### src/rtl/gato_botones_pkg.sv
// Shared constants for the tic-tac-toe button conditioner: button indices,
// FSM encoding, arbitration priority and default timing values.
package gato_botones_pkg;

  localparam logic [2:0] ARRIBA = 3'd0;
  localparam logic [2:0] ABAJO  = 3'd1;
  localparam logic [2:0] IZQ    = 3'd2;
  localparam logic [2:0] DER    = 3'd3;
  localparam logic [2:0] ELIGE  = 3'd4;

  localparam int unsigned NUM_BOTONES = 5;

  typedef enum logic {
    IDLE,
    ESPERA
  } estado_e;

  // Highest priority first.
  localparam logic [2:0] PRIORIDAD [NUM_BOTONES] = '{ELIGE, ARRIBA, ABAJO, IZQ, DER};

  localparam int unsigned N_DEB_DEF      = 500000;
  localparam int unsigned CNT_W_DEF      = 20;
  localparam int unsigned REPEAT_DLY_DEF = 25000000;
  localparam int unsigned REPEAT_PER_DEF = 10000000;

endpackage

### src/rtl/antirrebote_bit.sv
// Two-flop synchroniser plus debounce counter for a single raw button level.
module antirrebote_bit #(
  parameter int unsigned N_DEB = 500000,
  parameter int unsigned CNT_W = 20
) (
  input  logic clk_i,
  input  logic reset_i,
  input  logic btn_i,
  output logic nivel_o
);

  logic [1:0]       sync_q, sync_d;
  logic [CNT_W-1:0] cnt_q, cnt_d;
  logic             nivel_q, nivel_d;

  always_comb begin
    sync_d  = {sync_q[0], btn_i};
    cnt_d   = cnt_q;
    nivel_d = nivel_q;
    if (sync_q[1] == nivel_q) begin
      cnt_d = '0;
    end else if (cnt_q == CNT_W'(N_DEB - 1)) begin
      nivel_d = ~nivel_q;
      cnt_d   = '0;
    end else begin
      cnt_d = cnt_q + CNT_W'(1);
    end
  end

  always_ff @(posedge clk_i) begin
    if (reset_i) begin
      sync_q  <= '0;
      cnt_q   <= '0;
      nivel_q <= 1'b0;
    end else begin
      sync_q  <= sync_d;
      cnt_q   <= cnt_d;
      nivel_q <= nivel_d;
    end
  end

  assign nivel_o = nivel_q;

endmodule

### src/rtl/acondicionador_botones.sv
// Button conditioner: debounce, priority arbitration and one-pulse-per-press FSM.
// Optional auto-repeat of a held direction button under GATO_AUTO_REPEAT_EN.
module acondicionador_botones
  import gato_botones_pkg::*;
#(
  parameter int unsigned N_DEB      = N_DEB_DEF,
  parameter int unsigned CNT_W      = CNT_W_DEF,
  parameter int unsigned REPEAT_DLY = REPEAT_DLY_DEF,
  parameter int unsigned REPEAT_PER = REPEAT_PER_DEF
) (
  input  logic       clk,
  input  logic       reset,
  input  logic       habilita,
  input  logic       btn_arriba_in,
  input  logic       btn_abajo_in,
  input  logic       btn_izq_in,
  input  logic       btn_der_in,
  input  logic       btn_elige_in,
  output logic       boton_arriba_reg,
  output logic       boton_abajo_reg,
  output logic       boton_izq_reg,
  output logic       boton_der_reg,
  output logic       boton_elige_reg,
  output logic [4:0] nivel_estable
);

  if (N_DEB < 2) begin : g_err_ndeb
    $error("N_DEB must be at least 2");
  end
  if ((64'd1 << CNT_W) <= 64'(N_DEB)) begin : g_err_cntw
    $error("CNT_W too narrow for N_DEB");
  end
  if (REPEAT_DLY < 1 || REPEAT_PER < 1) begin : g_err_rep
    $error("REPEAT_DLY and REPEAT_PER must be non-zero");
  end

  logic [4:0] btn_raw;
  logic [4:0] nivel;
  logic [4:0] nivel_prev_q;
  logic [4:0] subida;
  logic [4:0] sel;
  logic [4:0] pulso_q;
  estado_e    estado_q;

  assign btn_raw = {btn_elige_in, btn_der_in, btn_izq_in, btn_abajo_in, btn_arriba_in};

  for (genvar g = 0; g < 5; g++) begin : g_deb
    antirrebote_bit #(
      .N_DEB(N_DEB),
      .CNT_W(CNT_W)
    ) u_deb (
      .clk_i  (clk),
      .reset_i(reset),
      .btn_i  (btn_raw[g]),
      .nivel_o(nivel[g])
    );
  end

  assign subida = nivel & ~nivel_prev_q;

  // Only the highest-priority rise survives; the rest are dropped.
  always_comb begin
    logic hallado;
    sel     = '0;
    hallado = 1'b0;
    for (int unsigned i = 0; i < NUM_BOTONES; i++) begin
      if (!hallado && subida[PRIORIDAD[i[2:0]]]) begin
        sel[PRIORIDAD[i[2:0]]] = 1'b1;
        hallado                = 1'b1;
      end
    end
  end

`ifdef GATO_AUTO_REPEAT_EN
  logic        unico_dir;
  logic        rep_activo;
  logic        rep_disparo;
  logic        rep_sig_q;
  logic [31:0] rep_cnt_q;
  logic [31:0] rep_limite;

  assign unico_dir   = (nivel != '0) && ((nivel & (nivel - 5'd1)) == '0) && !nivel[ELIGE];
  // Any change in the held set, or disabling, restarts the repeat timing.
  assign rep_activo  = (estado_q == ESPERA) && habilita && unico_dir && (nivel == nivel_prev_q);
  assign rep_limite  = rep_sig_q ? 32'(REPEAT_PER) : 32'(REPEAT_DLY);
  assign rep_disparo = rep_activo && (rep_cnt_q == rep_limite - 32'd1);

  always_ff @(posedge clk) begin
    if (reset || !rep_activo) begin
      rep_cnt_q <= '0;
      rep_sig_q <= 1'b0;
    end else if (rep_disparo) begin
      rep_cnt_q <= '0;
      rep_sig_q <= 1'b1;
    end else begin
      rep_cnt_q <= rep_cnt_q + 32'd1;
    end
  end
`endif

  always_ff @(posedge clk) begin
    if (reset) begin
      estado_q     <= IDLE;
      pulso_q      <= '0;
      nivel_prev_q <= '0;
    end else begin
      nivel_prev_q <= nivel;
      pulso_q      <= '0;
      case (estado_q)
        IDLE: begin
          if (subida != '0) begin
            estado_q <= ESPERA;
            if (habilita) pulso_q <= sel;
          end
        end
        ESPERA: begin
          if (nivel == '0) estado_q <= IDLE;
`ifdef GATO_AUTO_REPEAT_EN
          if (rep_disparo) pulso_q <= nivel;
`endif
        end
        default: estado_q <= IDLE;
      endcase
    end
  end

  assign boton_arriba_reg = pulso_q[ARRIBA];
  assign boton_abajo_reg  = pulso_q[ABAJO];
  assign boton_izq_reg    = pulso_q[IZQ];
  assign boton_der_reg    = pulso_q[DER];
  assign boton_elige_reg  = pulso_q[ELIGE];
  assign nivel_estable    = nivel;

endmodule

### config.mk
export PLATFORM = sky130hd
export DESIGN_NAME = acondicionador_botones
export DESIGN_NICKNAME = d
export VERILOG_FILES = /design/src/rtl/gato_botones_pkg.sv /design/src/rtl/antirrebote_bit.sv /design/src/rtl/acondicionador_botones.sv
export SDC_FILE = /design/constraint.sdc
export NUM_CORES = 1
export LEC_CHECK = 0
export ABC_CLOCK_PERIOD_IN_PS = 4000
export BUFFER_PORTS_ARGS = -buffer_cell sky130_fd_sc_hd__clkbuf_2
export CORE_ASPECT_RATIO = 2
export CORE_MARGIN = 2
export CORE_UTILIZATION = 40
export DETAILED_ROUTE_END_ITERATION = 7
export PLACE_DENSITY = 0.64
export SLEW_MARGIN = 20
export SYNTH_ARGS = -nofsm -noshare
export SYNTH_HDL_FRONTEND = slang
export SYNTH_SLANG_ARGS = --single-unit
### constraint.sdc
create_clock -name clk -period 4 [get_ports clk]
set_clock_uncertainty 0.2 [all_clocks]
set_input_delay 0.4 -clock clk [delete_from_list [all_inputs] [get_ports clk]]
set_output_delay 0.4 -clock clk [all_outputs]
set_load 0.01 [all_outputs]
# Word level (Yosys, flattened, before mapping)
# Index checks and enable logic that the tools add are counted.
[op_classes]
add_sub_neg = 5
eq_ne = 10
muxes = 11
bitwise = 15
reduce_logical = 21
[ops]
columns = ["cell", "n"]
rows = [
  ["20-bit by 1-bit adder with 20-bit output, second input constant", 5],
  ["20-bit by 19-bit equality test with 1-bit output, second input constant", 5],
  ["3-bit OR reduction", 5],
  ["1-bit inverter", 13],
  ["1-bit two-way mux", 10],
  ["2-bit AND reduction", 5],
  ["5-bit AND", 1],
  ["1-bit equality test", 5],
  ["5-bit logical NOT", 1],
  ["5-bit inverter", 1],
  ["5-bit nonzero test", 1],
  ["1-bit logical AND", 4],
  ["1-bit logical NOT", 4],
  ["4-bit OR reduction", 1],
  ["1-bit case mux with 2 select lines", 1],
]
[word_totals]
register_bits = 126
input_bits = 8
out_inout_bits = 10
word_cells = 80

# Longest topological paths before layout
[logic_depth]
ltp_word = 15
depth_mapped = 7

# Hierarchy
# From an unflattened synthesis, not the netlist that was laid out.
[hier_totals]
hier_cells = 640
hier_area_um2 = 5708.0
[modules_own_cells]
columns = ["module", "instances", "cells_each", "area_per_inst_um2", "seq_area_each_um2"]
rows = [
  ["antirrebote_bit", 5, 121, 1062.3, 460.4],
  ["acondicionador_botones", 1, 35, 396.6, 220.2],
]

# Worst setup path before layout
# No wires, ideal clock.
[synth_path]
path_kind = "register to register"
from = "register g_deb[0].u_deb.cnt_q[0]"
to = "register g_deb[0].u_deb.cnt_q[18]"
setup_time_ns = 0.072
arrival_time_ns = 1.925
required_time_ns = 3.728
path_slack_ns = 1.803
stages_incl_launch_ff = 7
synth_period_minus_slack_ns = 2.197
cell_sequence = "dfxtp_1 -> ha_1 -> nand4_1 -> or4_1 -> clkbuf_1 -> or4_1 -> a21oi_1"
[synth_via]
elab_chain_cells = 2
elab_cells_between_ends = 3
classes_between = "1 x add/sub; 1 x eq/ne; 1 x reduce/logical"
[synth_lines]
columns = ["element", "line_no", "source"]
rows = [
  ["start, declared", "antirrebote_bit.sv:13", "logic [CNT_W-1:0] cnt_q, cnt_d;"],
  ["start signal, assigned", "antirrebote_bit.sv:37", "cnt_q <= cnt_d;"],
  ["branches (longest 2 deep; another with 20-bit by 1-bit adder with 20-bit output)", "n/a", ""],
]
# Several ways; the timed one is not identified.
# A chain may end at the register's enable or synchronous reset.

# Final worst setup path
[layout_path]
from = "register g_deb[4].u_deb.cnt_q[0]"
to = "register g_deb[4].u_deb.cnt_q[18]"
[layout_via]
elab_chain_cells = 2
elab_cells_between_ends = 3
classes_between = "1 x add/sub; 1 x eq/ne; 1 x reduce/logical"
[layout_lines]
columns = ["element", "line_no"]
rows = [
  ["start, declared", "antirrebote_bit.sv:13"],
  ["start signal, assigned", "antirrebote_bit.sv:37"],
  ["branches (longest 2 deep; another with 20-bit by 1-bit adder with 20-bit output)", "n/a"],
]
# Several ways; the timed one is not identified.

==> impl_metrics.json <==
{
  "cp_cell_sequence": "ha_1 > nand4_2 > or4_1 > or4_1 > a21oi_1",
  "routedWlPerCell_um": 13.2,
  "ioPinCount": 18,
  "synth_most_common_cell": "dfxtp_1",
  "crit_path_top_delay_cell": "or4_1",
  "ctsResizeCount": 0,
  "hold_viol": 0,
  "dp_hpwl_um": 7570,
  "synth_cell_types": 45,
  "std_cell_rows": 60,
  "synthTopCellsByArea": "dfxtp_1 (46%), xnor2_1 (5.6%), nor2_1 (5.4%)",
  "portBuffers": 17,
  "crit_required_ns": 4.14,
  "worstSetupPathType": "flop to flop",
  "grt_overflow_total": 0,
  "worst_pin_slew_ns": 0.792,
  "pwr_density_cell_nw_per_um2": 463,
  "maxCapViolations": 0,
  "crit_buf_inv": 0,
  "drive_above_1_share_pct": 10.9,
  "placedInstanceArea_sq_um": 5650,
  "path_clk_slew_ns": 0.05,
  "grtUsageMet3_pct": 4.91,
  "grt_util_met1_pct": 15.8,
  "drc": 0,
  "total_power_uw": 2920,
  "setup_tns_ns": 0,
  "htree_levels": 4,
  "syn_inst": 622,
  "stdcell_area_sq_um": 6300,
  "die_height_um": 169,
  "start_kind": "flop",
  "rrSetupSlack_ns": 1.65,
  "via_per_inst": 5.45,
  "num_vias": 4401,
  "fin_crit_ns": 2.35,
  "setup_viol": 0,
  "nets": 651,
  "drtAntennaViolNets": 0,
  "hold_path.class": "primary input to flop",
  "crit_arrival_ns": 2.49,
  "clock.fmax_mhz": 426,
  "rsz0062_at_grt": "no",
  "synth_edf_count": 0,
  "final-seq-area_sq_um": 2520,
  "drt-initial-drc-count": 122,
  "routed_wirelength_um": 10700,
  "reg2reg_depth": 5,
  "leakage_uw": 0.00194,
  "path_common_cell": "or4_1",
  "async_flop_share_pct": 0,
  "hold_depth": 2,
  "synth_area_leader_cell": "dfxtp_1",
  "synth-seq-area-share_pct": 46.2,
  "core_area_sq_um": 13400,
  "cts_tree": "built",
  "cts.sinks": 126,
  "track_usage_pct": 15.7,
  "drt-pass1-iter-count": 4,
  "synth_common_cells": "dfxtp_1 (126), nor2_1 (78), a21oi_1 (38)",
  "grt_max_degree": 29,
  "start_util_pct": 40.7,
  "gp_congestion": 0.842,
  "clock_path_buffers": 2,
  "use_met2_pct": 28.6,
  "syn_avg_cell_area_sq_um": 8.79,
  "grt_pass1_vias": 4362,
  "synth_top_area_share_pct": 46.2,
  "cp-end-kind": "flop",
  "max-slew-margin-rel_pct": 46.7,
  "fp.dieW_um": 86.7,
  "syn_to_final_growth_pct": 15.2,
  "cts_made_buffers": 17,
  "period_share_pct": 58.7,
  "multi_input_area_sq_um": 2730,
  "cts_root_buf": "clkbuf_16",
  "fillers": 1268,
  "ys_warn_count": 0,
  "slowest_delay_ns": 0.67,
  "final_util_pct": 46.9,
  "gr-max-usage-layer": "met2",
  "syn_area_sq_um": 5470,
  "dieArea_sq_um": 14700,
  "clk-insertion-delay-late_ns": 0.40,
  "path_delay_family": "simple AND/OR/NAND/NOR gates",
  "crit_cells": 5,
  "maxSlewViolCount": 0,
  "peakVddDrop_mv": 0.372,
  "synth-main-ff-cell": "dfxtp_1",
  "grt_pass1_wl_um": 18700,
  "status": "completed",
  "crit_path_max_fanout": 8,
  "synth_fp_nets": 635,
  "antenna_found_initial": 0,
  "ys_ff_latch": 126
}
what timing repair did:
action	4_1_cts	5_1_grt
hold buffers	1	0
endpoints found under the hold margin	1	0
buffers inserted	0	0
sequential cells by signal (all words and copies together), names as in the netlist:
signal               cells
g_deb.u_deb.cnt_q      100
g_deb.u_deb.sync_q      10
g_deb.u_deb.nivel_o      5
nivel_prev_q             5
pulso_q                  5
estado_q                 1
worst paths after layout:
| kind | end | startpoint |
|---|---|---|
| setup / recovery | g_deb[4].u_deb.cnt_q[18] | g_deb[4].u_deb.cnt_q[0] |
| setup reg to reg | g_deb[4].u_deb.cnt_q[18] | g_deb[4].u_deb.cnt_q[0] |
| hold / removal | g_deb[0].u_deb.sync_q[0] | btn_arriba_in |
| hold reg to reg | pulso_q[3] | nivel_prev_q[3] |
area by class of cell:
type,count,share of cell area (%)
Antenna cell,1,0.0397
Clock inverter,11,2.58
Multi-Input combinational cell,449,43.4
Timing Repair Buffer,23,2.11
Tap cell,155,3.08
Inverter,21,1.25
Clock buffer,21,7.47
Sequential cell,126,40.1
cells in the final DEF (no fill, tap or decap), types with 4 or more instances in the layout:
cell type	Yosys	routed
or4_1	23	23
nor4_1	10	10
o31ai_1	15	15
ha_1	5	5
buf_4	7	5
dfxtp_1	126	126
inv_1	21	21
or2_2	7	7
xnor2_1	35	35
bufinv_16	0	4
o21ai_0	21	20
or3_1	18	18
clkbuf_2	0	17
nor2b_1	15	15
nor2_1	78	78
nand2b_1	5	5
clkbuf_16	0	17
and4_1	10	10
clkinv_2	0	4
a21oi_1	38	38
nand3_1	33	33
xor2_1	24	24
nand2_1	33	33
nand4_1	26	26
nor3_1	18	18
per-layer routing:
layer / share of wire (%) / wire, um
met2: 54 / 5790
met5: 0 / 0
met4: 2.4 / 254
met1: 40 / 4310
met3: 3.1 / 326
through the flow:
| stage | worst slack [ns] | hold WS [ns] | cells |
|---|---|---|---|
| 4_1_cts | 1.64 | 0.00636 | 806 |
| 5_1_grt | 1.42 | 0.0229 | 806 |
| 6_report | 1.65 | 0.00735 | 807 |
| 3_5_place_dp | 1.65 | 0.220 | 773 |
| 3_3_place_gp | 1.73 | 0.219 | 773 |
| 2_1_floorplan | 1.80 | 0.199 | 622 |
report_power, final:
part / switching (uW) / internal, uW
logic: 16.6 / 11.1
clock network: 535 / 1090
registers: 3.47 / 1260
logic make-up after synthesis:
kind of cell | count (synthesis) | synth area share (%)
xor+xnor | 59 | 9.46
compound gates | 86 | 9.20
simple gates | 299 | 30.2
fa+ha+maj | 5 | 1.14
flops | 126 | 46.2
buf+inv | 47 | 3.82
Power figures use the tool's default switching activity.
